[src/rtl/comb_pkg.sv]
`default_nettype none
// ============================================================================
//  Module   : comb_pkg
//  Brief    : Shared types and constants for the nCr combination datapath
//             and its (n, r) operand stack.
//  Revision : 1.0 - initial release
// ============================================================================
package comb_pkg;

  // Default operand width and stack depth.
  localparam int COMB_W     = 4;
  localparam int COMB_DEPTH = 16;

  // One stack entry: operand pair packed as {n, r}.
  typedef struct packed {
    logic [COMB_W-1:0] n;
    logic [COMB_W-1:0] r;
  } comb_pair_t;

  // Bit positions inside the sticky error vector.
  localparam int ERR_OVF = 1;
  localparam int ERR_UDF = 0;

endpackage : comb_pkg
`default_nettype wire

[src/rtl/comb_stack_if.sv]
`default_nettype none
// ============================================================================
//  Module   : comb_stack_if
//  Brief    : Push/pop command interface between the combination controller
//             (master) and the operand stack (slave).
//  Revision : 1.0 - initial release
// ============================================================================
interface comb_stack_if
  import comb_pkg::*;
#(
  parameter int WIDTH = COMB_W,
  parameter int DEPTH = COMB_DEPTH
);

  localparam int CW = $clog2(DEPTH) + 1;

  logic             push;
  logic             pop;
  logic [WIDTH-1:0] din_n;
  logic [WIDTH-1:0] din_r;
  logic [WIDTH-1:0] top_n;
  logic [WIDTH-1:0] top_r;
  logic             isEmpty;
  logic             isFull;
  logic [CW-1:0]    count;
  logic [1:0]       err;

  // Controller side: issues commands, observes the top pair and status.
  modport master (
    output push, pop, din_n, din_r,
    input  top_n, top_r, isEmpty, isFull, count, err
  );

  // Stack side: responds to commands.
  modport slave (
    input  push, pop, din_n, din_r,
    output top_n, top_r, isEmpty, isFull, count, err
  );

endinterface : comb_stack_if
`default_nettype wire

[src/rtl/comb_stack_mem.sv]
`default_nettype none
// ============================================================================
//  Module   : comb_stack_mem
//  Brief    : DEPTH x 2*WIDTH register file, one synchronous write port and
//             one asynchronous read port. Contents are not reset.
//  Revision : 1.0 - initial release
// ============================================================================
module comb_stack_mem
  import comb_pkg::*;
#(
  parameter int WIDTH = COMB_W,
  parameter int DEPTH = COMB_DEPTH,
  parameter int AW    = $clog2(DEPTH)
) (
  input  wire logic                 clk,
  input  wire logic                 i_we,
  input  wire logic [AW-1:0]        i_waddr,
  input  wire logic [2*WIDTH-1:0]   i_wdata,
  input  wire logic [AW-1:0]        i_raddr,
  output logic      [2*WIDTH-1:0]   o_rdata
);

  logic [2*WIDTH-1:0] r_mem [DEPTH];

  // Single write port; storage is deliberately left out of reset.
  always_ff @(posedge clk) begin
    if (i_we) begin
      r_mem[i_waddr] <= i_wdata;
    end
  end

  assign o_rdata = r_mem[i_raddr];

endmodule : comb_stack_mem
`default_nettype wire

[src/rtl/comb_stack.sv]
`default_nettype none
// ============================================================================
//  Module   : comb_stack
//  Brief    : LIFO of (n, r) operand pairs for the recursive nCr datapath.
//             Presents the top pair combinationally, reports empty/full.
//             Optional sticky {overflow, underflow} flags are built when
//             COMB_STACK_ERR_EN is defined; otherwise err reads 2'b00.
//  Revision : 1.0 - initial release
// ============================================================================
module comb_stack
  import comb_pkg::*;
#(
  parameter int WIDTH = COMB_W,
  parameter int DEPTH = COMB_DEPTH
) (
  input  wire logic        clk,
  input  wire logic        rst,
  comb_stack_if.slave      bus
);

  localparam int PW = $clog2(DEPTH);

  localparam logic [PW:0]   c_SP_FULL = DEPTH[PW:0];
  localparam logic [PW:0]   c_SP_ONE  = {{PW{1'b0}}, 1'b1};
  localparam logic [PW-1:0] c_IDX_ONE = {{(PW-1){1'b0}}, 1'b1};

  logic [PW:0]        r_sp;
  logic [PW:0]        w_sp_nxt;
  logic               w_empty;
  logic               w_full;
  logic               w_we;
  logic [PW-1:0]      w_top_idx;
  logic [PW-1:0]      w_waddr;
  logic [2*WIDTH-1:0] w_rdata;

  assign w_empty   = (r_sp == '0);
  assign w_full    = (r_sp == c_SP_FULL);

  // Index of the current top; at sp == DEPTH the low bits wrap to DEPTH-1.
  assign w_top_idx = r_sp[PW-1:0] - c_IDX_ONE;

  // Push+pop on a non-empty stack overwrites the top, otherwise write at sp.
  // A push while full without pop is dropped.
  assign w_we      = bus.push & (bus.pop | ~w_full);
  assign w_waddr   = (bus.pop & ~w_empty) ? w_top_idx : r_sp[PW-1:0];

  // Next stack pointer: grow on an effective push, shrink on an effective pop.
  always_comb begin
    w_sp_nxt = r_sp;
    if (bus.push && !bus.pop && !w_full) begin
      w_sp_nxt = r_sp + c_SP_ONE;
    end else if (bus.push && bus.pop && w_empty) begin
      w_sp_nxt = c_SP_ONE;
    end else if (bus.pop && !bus.push && !w_empty) begin
      w_sp_nxt = r_sp - c_SP_ONE;
    end
  end

  // Stack pointer register; reset discards all entries logically.
  always_ff @(posedge clk or negedge rst) begin
    if (!rst) begin
      r_sp <= '0;
    end else begin
      r_sp <= w_sp_nxt;
    end
  end

  comb_stack_mem #(
    .WIDTH (WIDTH),
    .DEPTH (DEPTH)
  ) u_mem (
    .clk     (clk),
    .i_we    (w_we),
    .i_waddr (w_waddr),
    .i_wdata ({bus.din_n, bus.din_r}),
    .i_raddr (w_top_idx),
    .o_rdata (w_rdata)
  );

  // Stale memory is never exposed: the view is forced to zero when empty.
  assign bus.top_n   = w_empty ? '0 : w_rdata[2*WIDTH-1:WIDTH];
  assign bus.top_r   = w_empty ? '0 : w_rdata[WIDTH-1:0];
  assign bus.isEmpty = w_empty;
  assign bus.isFull  = w_full;
  assign bus.count   = r_sp;

`ifdef COMB_STACK_ERR_EN
  logic [1:0] r_err;
  logic       w_ovf;
  logic       w_udf;

  assign w_ovf = bus.push & ~bus.pop & w_full;
  assign w_udf = bus.pop & ~bus.push & w_empty;

  // Sticky error flags, cleared only by reset.
  always_ff @(posedge clk or negedge rst) begin
    if (!rst) begin
      r_err <= 2'b00;
    end else begin
      if (w_ovf) begin
        r_err[ERR_OVF] <= 1'b1;
      end
      if (w_udf) begin
        r_err[ERR_UDF] <= 1'b1;
      end
    end
  end

  assign bus.err = r_err;
`else
  assign bus.err = 2'b00;
`endif

endmodule : comb_stack
`default_nettype wire

[src/flat_wrapper.sv]
// flat-port wrapper written by rule: the top's interface ports become plain ports
module comb_stack_flat import comb_pkg::*;
#(
  parameter int WIDTH = COMB_W,
  parameter int DEPTH = COMB_DEPTH
)
  (clk, rst, bus_push, bus_pop, bus_din_n, bus_din_r, bus_top_n, bus_top_r, bus_isEmpty, bus_isFull, bus_count, bus_err);
  comb_stack_if #(.WIDTH(WIDTH), .DEPTH(DEPTH)) bus_i ();
  input  wire logic clk;
  input  wire logic rst;
  input wire logic [$bits(bus_i.push)-1:0] bus_push;
  input wire logic [$bits(bus_i.pop)-1:0] bus_pop;
  input wire logic [$bits(bus_i.din_n)-1:0] bus_din_n;
  input wire logic [$bits(bus_i.din_r)-1:0] bus_din_r;
  output wire logic [$bits(bus_i.top_n)-1:0] bus_top_n;
  output wire logic [$bits(bus_i.top_r)-1:0] bus_top_r;
  output wire logic [$bits(bus_i.isEmpty)-1:0] bus_isEmpty;
  output wire logic [$bits(bus_i.isFull)-1:0] bus_isFull;
  output wire logic [$bits(bus_i.count)-1:0] bus_count;
  output wire logic [$bits(bus_i.err)-1:0] bus_err;
  assign bus_i.push = bus_push;
  assign bus_i.pop = bus_pop;
  assign bus_i.din_n = bus_din_n;
  assign bus_i.din_r = bus_din_r;
  assign bus_top_n = bus_i.top_n;
  assign bus_top_r = bus_i.top_r;
  assign bus_isEmpty = bus_i.isEmpty;
  assign bus_isFull = bus_i.isFull;
  assign bus_count = bus_i.count;
  assign bus_err = bus_i.err;
  comb_stack #(.WIDTH(WIDTH), .DEPTH(DEPTH)) u_core (.clk(clk), .rst(rst), .bus(bus_i));
endmodule
[config.mk]
export PLATFORM = sky130hd
export DESIGN_NAME = comb_stack_flat
export DESIGN_NICKNAME = d
export VERILOG_FILES = /design/src/rtl/comb_pkg.sv /design/src/rtl/comb_stack_if.sv /design/src/rtl/comb_stack_mem.sv /design/src/rtl/comb_stack.sv /design/src/flat_wrapper.sv
export SDC_FILE = /design/constraint.sdc
export NUM_CORES = 1
export LEC_CHECK = 0
export CAP_MARGIN = 0
export CELL_PAD_IN_SITES_DETAIL_PLACEMENT = 1
export CELL_PAD_IN_SITES_GLOBAL_PLACEMENT = 1
export CORE_MARGIN = 5
export CORE_UTILIZATION = 46
export CTS_CLUSTER_DIAMETER = 200
export DETAILED_ROUTE_END_ITERATION = 10
export PLACE_DENSITY_LB_ADDON = 0.1
export SLEW_MARGIN = 20
export SYNTH_ARGS = -nofsm -noshare
export SYNTH_HDL_FRONTEND = slang
export SYNTH_HIERARCHICAL = 1
export SYNTH_SLANG_ARGS = --single-unit
[constraint.sdc]
create_clock -name clk -period 4.3 [get_ports clk]
set_input_delay 0.645 -clock clk [delete_from_list [all_inputs] [get_ports clk]]
set_output_delay 0.645 -clock clk [all_outputs]
set_load 0.05 [all_outputs]
== Word-level counts from Yosys, hierarchy flattened ==
Memory sizes are Yosys's and may differ from the RTL's.
Cells that the tools add are included.
Cells by class
  add/sub/neg operators: 3
  multiply operators: 0
  div/mod/pow operators: 0
  order comparisons: 0
  equal/unequal tests: 1
  shift-type cells: 0
  muxes and demuxes: 8
  bitwise gates (word level): 5
  reductions and logical operators: 12
Operators by type and width (number)
  two-way mux 5 bit: 3
  two-way mux 4 bit: 3
  logical AND 1 bit: 6
  adder 5 x 1 -> 5 bit, second input constant: 1
  equality test 5 bit, second input constant: 1
  logical NOT 5 bit: 1
  subtractor 5 x 1 -> 5 bit, second input constant: 1
  logical NOT 1 bit: 4
  subtractor 4 x 1 -> 4 bit, second input constant: 1
  nonzero test 3 bit: 1
  bitwise AND 1 bit: 2
  two-way mux 1 bit: 2
  inverter 1 bit: 2
  OR 1 bit: 1
Storage, ports and cells
  flip-flop bits (word level): 5
  latch bits: 0
  memory bits (writable): 128
  memory bits (read-only): 0
  input bits: 12
  output and inout port bits: 17
  word-level logic and storage cells: 31
  memories: 1
Memories
  u_core.u_mem.r_mem: words 16, bits a word 8, rd ports 1, clocked after memory_dff 0, wr ports 1, RTL line comb_stack_mem.sv:23  | logic [2*WIDTH-1:0] r_mem [DEPTH];

== Depth between registers and ports, before layout ==
  word-level depth: 6
  depth in mapped cells: 9
  mapped depth without buffers: 8

== By module ==
Netlist, hierarchy kept.
Modules (own cells, without submodules)
  comb_stack_mem: instances 1, cells each 221, area an instance 4987.3 µm², seq. area each 3843.7 µm²
  comb_stack: instances 1, cells each 81, area an instance 650.6 µm², seq. area each 125.1 µm²

== Worst setup path after synthesis ==
Ideal clock, no wire load.
  kind: register to register
  start point: reg u_core.r_sp[0] (netlist: u_core/bus.count[0])
  end point: mem u_core/u_mem/r_mem[0][0] in the netlist's numbering (enable)
  setup time: 0.383 ns
  arrival time: 3.190 ns
  required time: 3.917 ns
  slack: 0.727 ns
  cell stages (with the launch flop): 10
  buffers on the path: 1
  period minus slack after synthesis: 3.573 ns
  cells stage by stage: dfrtp_1 clkbuf_1 inv_1 ha_1 nor4b_2 nor2_1 nand2_1 xnor2_1 or3b_2 nor3_1
Between the ends
  elaborated cells on any way between the ends: 11
  classes of those cells: 1 x add/sub; 1 x eq/ne; 3 x mux; 5 x bitwise; 1 x reduce/logical
RTL lines
  start, declared: RTL line comb_stack.sv:27  | logic [PW:0] r_sp;
  start signal, assigned: RTL line comb_stack.sv:64  | r_sp <= w_sp_nxt;
  subtractor 4 x 1 -> 4 bit: RTL line comb_stack.sv:40  | assign w_top_idx = r_sp[PW-1:0] - c_IDX_ONE;
  via u_core.w_top_idx[0]: RTL line comb_stack.sv:32  | logic [PW-1:0] w_top_idx;
  two-way mux 4 bit: RTL line comb_stack.sv:45  | assign w_waddr = (bus.pop & ~w_empty) ? w_top_idx : r_sp[PW-1:0];
  end, declared: RTL line comb_stack_mem.sv:23
The timed path passes the listed nets, and every way through them passes these cells.

== Final worst setup path ==
  start point: reg u_core.r_sp[2] (netlist: u_core/bus.count[2])
  end point: out bus_top_r[3]
Between the ends
  longest elaborated chain between the ends: 3
  elaborated cells on any way between the ends: 4
  classes of those cells: 1 x add/sub; 1 x mux; 1 x reduce/logical; 1 x memory
RTL lines
  subtractor 4 x 1 -> 4 bit: RTL line comb_stack.sv:40
  via u_core.w_top_idx[3]: RTL line comb_stack.sv:32
  memory read (16 x 8 bit)
  via u_core.w_rdata[3]: RTL line comb_stack.sv:34  | logic [2*WIDTH-1:0] w_rdata;
  two-way mux 4 bit: RTL line comb_stack.sv:82  | assign bus.top_r = w_empty ? '0 : w_rdata[WIDTH-1:0];
  end, declared: RTL line flat_wrapper.sv:16  | output wire logic [$bits(bus_i.top_r)-1:0] bus_top_r;
The timed path passes the listed nets, and every way through them passes these cells.

==> summary.txt <==
Logic synthesis
  – EDFF count, synth: 128
  – Top cells by area, synth: edfxtp_1 (68%), mux4_2 (7.2%), mux4_1 (6.5%)
  – Sequential-to-total area share from yosys stat: 0.704
  – Yosys top cell area share: 0.682
  – Post-synth cell types: 49
  – Netlist Area Pre-Place: 5640 um^2
  – Area leader, netlist: edfxtp_1
  – Yosys warns: 6
  – Ys flop type: edfxtp_1
  – Mean post-synth cell area: 18.7 um^2
  – Mapped Cells: 302
  – Synthesized flop and latch total: 133
  – Ys async rst share: 0.0376

STA
  – Final hold violations: 0
  – Final setup fails: 0
  – Final setup TNS: 0 ns
  – Max_slew headroom: 0.438
  – Final setup margin: 0.707 ns
  – RSZ-0062 raised after global routing: no
  – Pin slew with the least headroom to its limit: 0.842 ns
  – Min cycle time layout: 3.59 ns
  – Tcrit/Tclk final: 0.835
  – Pins Over Slew Limit: 0
  – Fmax achieved: 278 MHz
  – Final Skew: 0.00871 ns

Detailed routing
  – Initial DRC Count: 251
  – WL/cell: 24.0 um
  – DR DRC count: 0
  – Vias: 2961
  – Drt total wl: 12300 um
  – Post-route ant nets: 0
  – Via density: 5.81
  – TritonRoute pass-1 iters: 7

Global route
  – Number of global-route vias before repair: 3143
  – First-pass GRT wire length: 19100 um
  – Antenna violations before repair: 0
  – Largest net degree at the start of global routing: 34
  – Gr usage total: 0.183
  – Gr ovfl total: 0

Clock network
  – Clock sink total: 133
  – CTS Buf Count: 17
  – Reg clk slew, reported paths: 0.06 ns
  – Post-CTS Setup Bufs: 0
  – Maximum root-to-sink buffer count: 2
  – CTS Root Cell: clkbuf_16
  – Worst-skew pair later-pin latency: 0.41 ns
  – Hold Buf Count CTS: 0
  – Post_cts resized: 0
  – TritonCTS clock tree: done
  – H-tree depth: 4

Critical path
  – Beginning of the critical path: u_core/bus.count[2]
  – Reg-to-Reg End: u_core/u_mem/r_mem[2][3]
  – Reg2reg setup slack: 1.04 ns
  – Worst r2r src: u_core/bus.count[1]
  – Max FO, Critical Path: 14
  – CP required: 3.65 ns
  – Crit path to: bus_top_r[3]
  – Crit end category: output pin
  – CP arrival: 2.95 ns
  – Critical path class: reg -> out
  – CP Launch Type: register
  – R2R depth: 10

Place
  – Setup WS pre-CTS: 0.798 ns
  – Post-DP HPWL: 7750 um
  – Routability cong.: 0.755
  – # port buffers: 26
  – Cell Area, Placed: 6090 um^2

Final layout
  – Fin nets: 364
  – Syn-to-layout area delta: 20.0%
  – Final Cell Area: 6770 um^2
  – Ant diodes: 0
  – Share of cells above drive strength 1: 0.237

Die
  – DIE AREA: 14600 um^2
  – CORE AREA: 12000 um^2
  – I/O pins: 29
  – Row count: 40
  – Die Wd: 121 um
  – Die height: 121 um
  – Starting Density: 0.469

Run status
  – Status: finished clean

Job
  – Maxcap violations: 0

Hold path
  – HP Class: in -> async
[metal layers]
| metal | routed length (um) | track usage | vias up |
|---|---|---|---|
| met1 | 5470 | 0.247 | 1530 |
| met2 | 6030 | 0.292 | 90 |
| met4 | 127 | 0.0616 | 0 |
| li1 | - | - | 1331 |
| met5 | 0 | 0 | - |
| met3 | 634 | 0.0472 | 10 |
[worst min-delay path by stage]
stage                        start                   to  slack, ns  cells past startpoint
2_1_floorplan                  rst  u_core/bus.count[0]       0.35                      0
3_3_place_gp   u_core/bus.count[1]  u_core/bus.count[1]       0.69                      2
3_5_place_dp   u_core/bus.count[1]  u_core/bus.count[1]       0.69                      2
4_1_cts                        rst  u_core/bus.count[3]       0.47                      1
5_1_grt                        rst  u_core/bus.count[3]       0.49                      1
6_report                       rst  u_core/bus.count[3]       0.46                      1
[flip-flops by register name, summed over array words and instances (netlist names)]
register            flops
u_core/bus.count        5
u_core/u_mem/r_mem    128
[worst max-delay path: stages, from the launching register on]
cell     delay [ns]
dfrtp_1        0.70
nor3_2         0.11
xnor2_1        0.17
inv_1          0.15
nor2b_1        0.70
a22oi_1        0.23
nand2_1        0.10
nor2b_1        0.16
buf_4          0.22
[stage by stage]
stage	hold slack, ns	utilization	cells
floorplan	0.349	-	303
global placement	0.688	0.507	478
detailed placement	0.691	0.507	478
CTS	0.471	0.563	510
global route	0.491	0.563	510
finish	0.464	0.563	510
[cell type report]
class                      count  area [um^2]
clock buffer                  17          425
clock inverter                15          251
fill                        1061         5250
inverter                       8         30.0
multi-input combinational    144         1510
sequential                   133         3970
tap                          147          184
timing repair buffer          46          400
[logic make-up (layout without fill, tap and decap cells)]
group	after synthesis	after routing	share of synthesized area
AOI/OAI and AO/OA	34	34	0.0453
xor gates and xnor gates	7	7	0.0109
adders and majority gates	2	2	0.00444
buffers and inverters	26	86	0.0295
DFF	133	133	0.704
muxes	34	34	0.141
other	1	2	0.000665
and+or+nand+nor	65	65	0.0644
[Yosys cell counts, types with 3 or more instances]
master           count
a21oi_1              3
a22oi_1             16
buf_2                7
buf_4                3
buf_6                4
clkdlybuf4s25_2      3
dfrtp_1              5
edfxtp_1           128
inv_1                8
mux4_1              14
mux4_2              18
nand2_1             14
nand3b_1             4
nor2_1              17
nor2b_1             10
nor3_1               6
xnor2_1              5
[cell usage in the layout, fill, tap and decap left out, drive strengths merged, types with 2 or more instances in the layout]
cell type and n:
inv 11, nor2b 10, o211a 2, clkdlybuf4s50 17, clkinv 4, clkbuf 17, dfrtp 5, edfxtp 128
bufinv 6, clkinvlp 2, o21ai 2, buf 29, nand3 2, xnor2 5, nor2 17, conb 2
mux4 32, nand2 14, ha 2, nor3 7, a22oi 16, nand3b 4, nand2b 2, xor2 2
a21oi 3
Power is not shown: default switching activity piles up to over one toggle a cycle in this logic, so the estimate is an artifact.
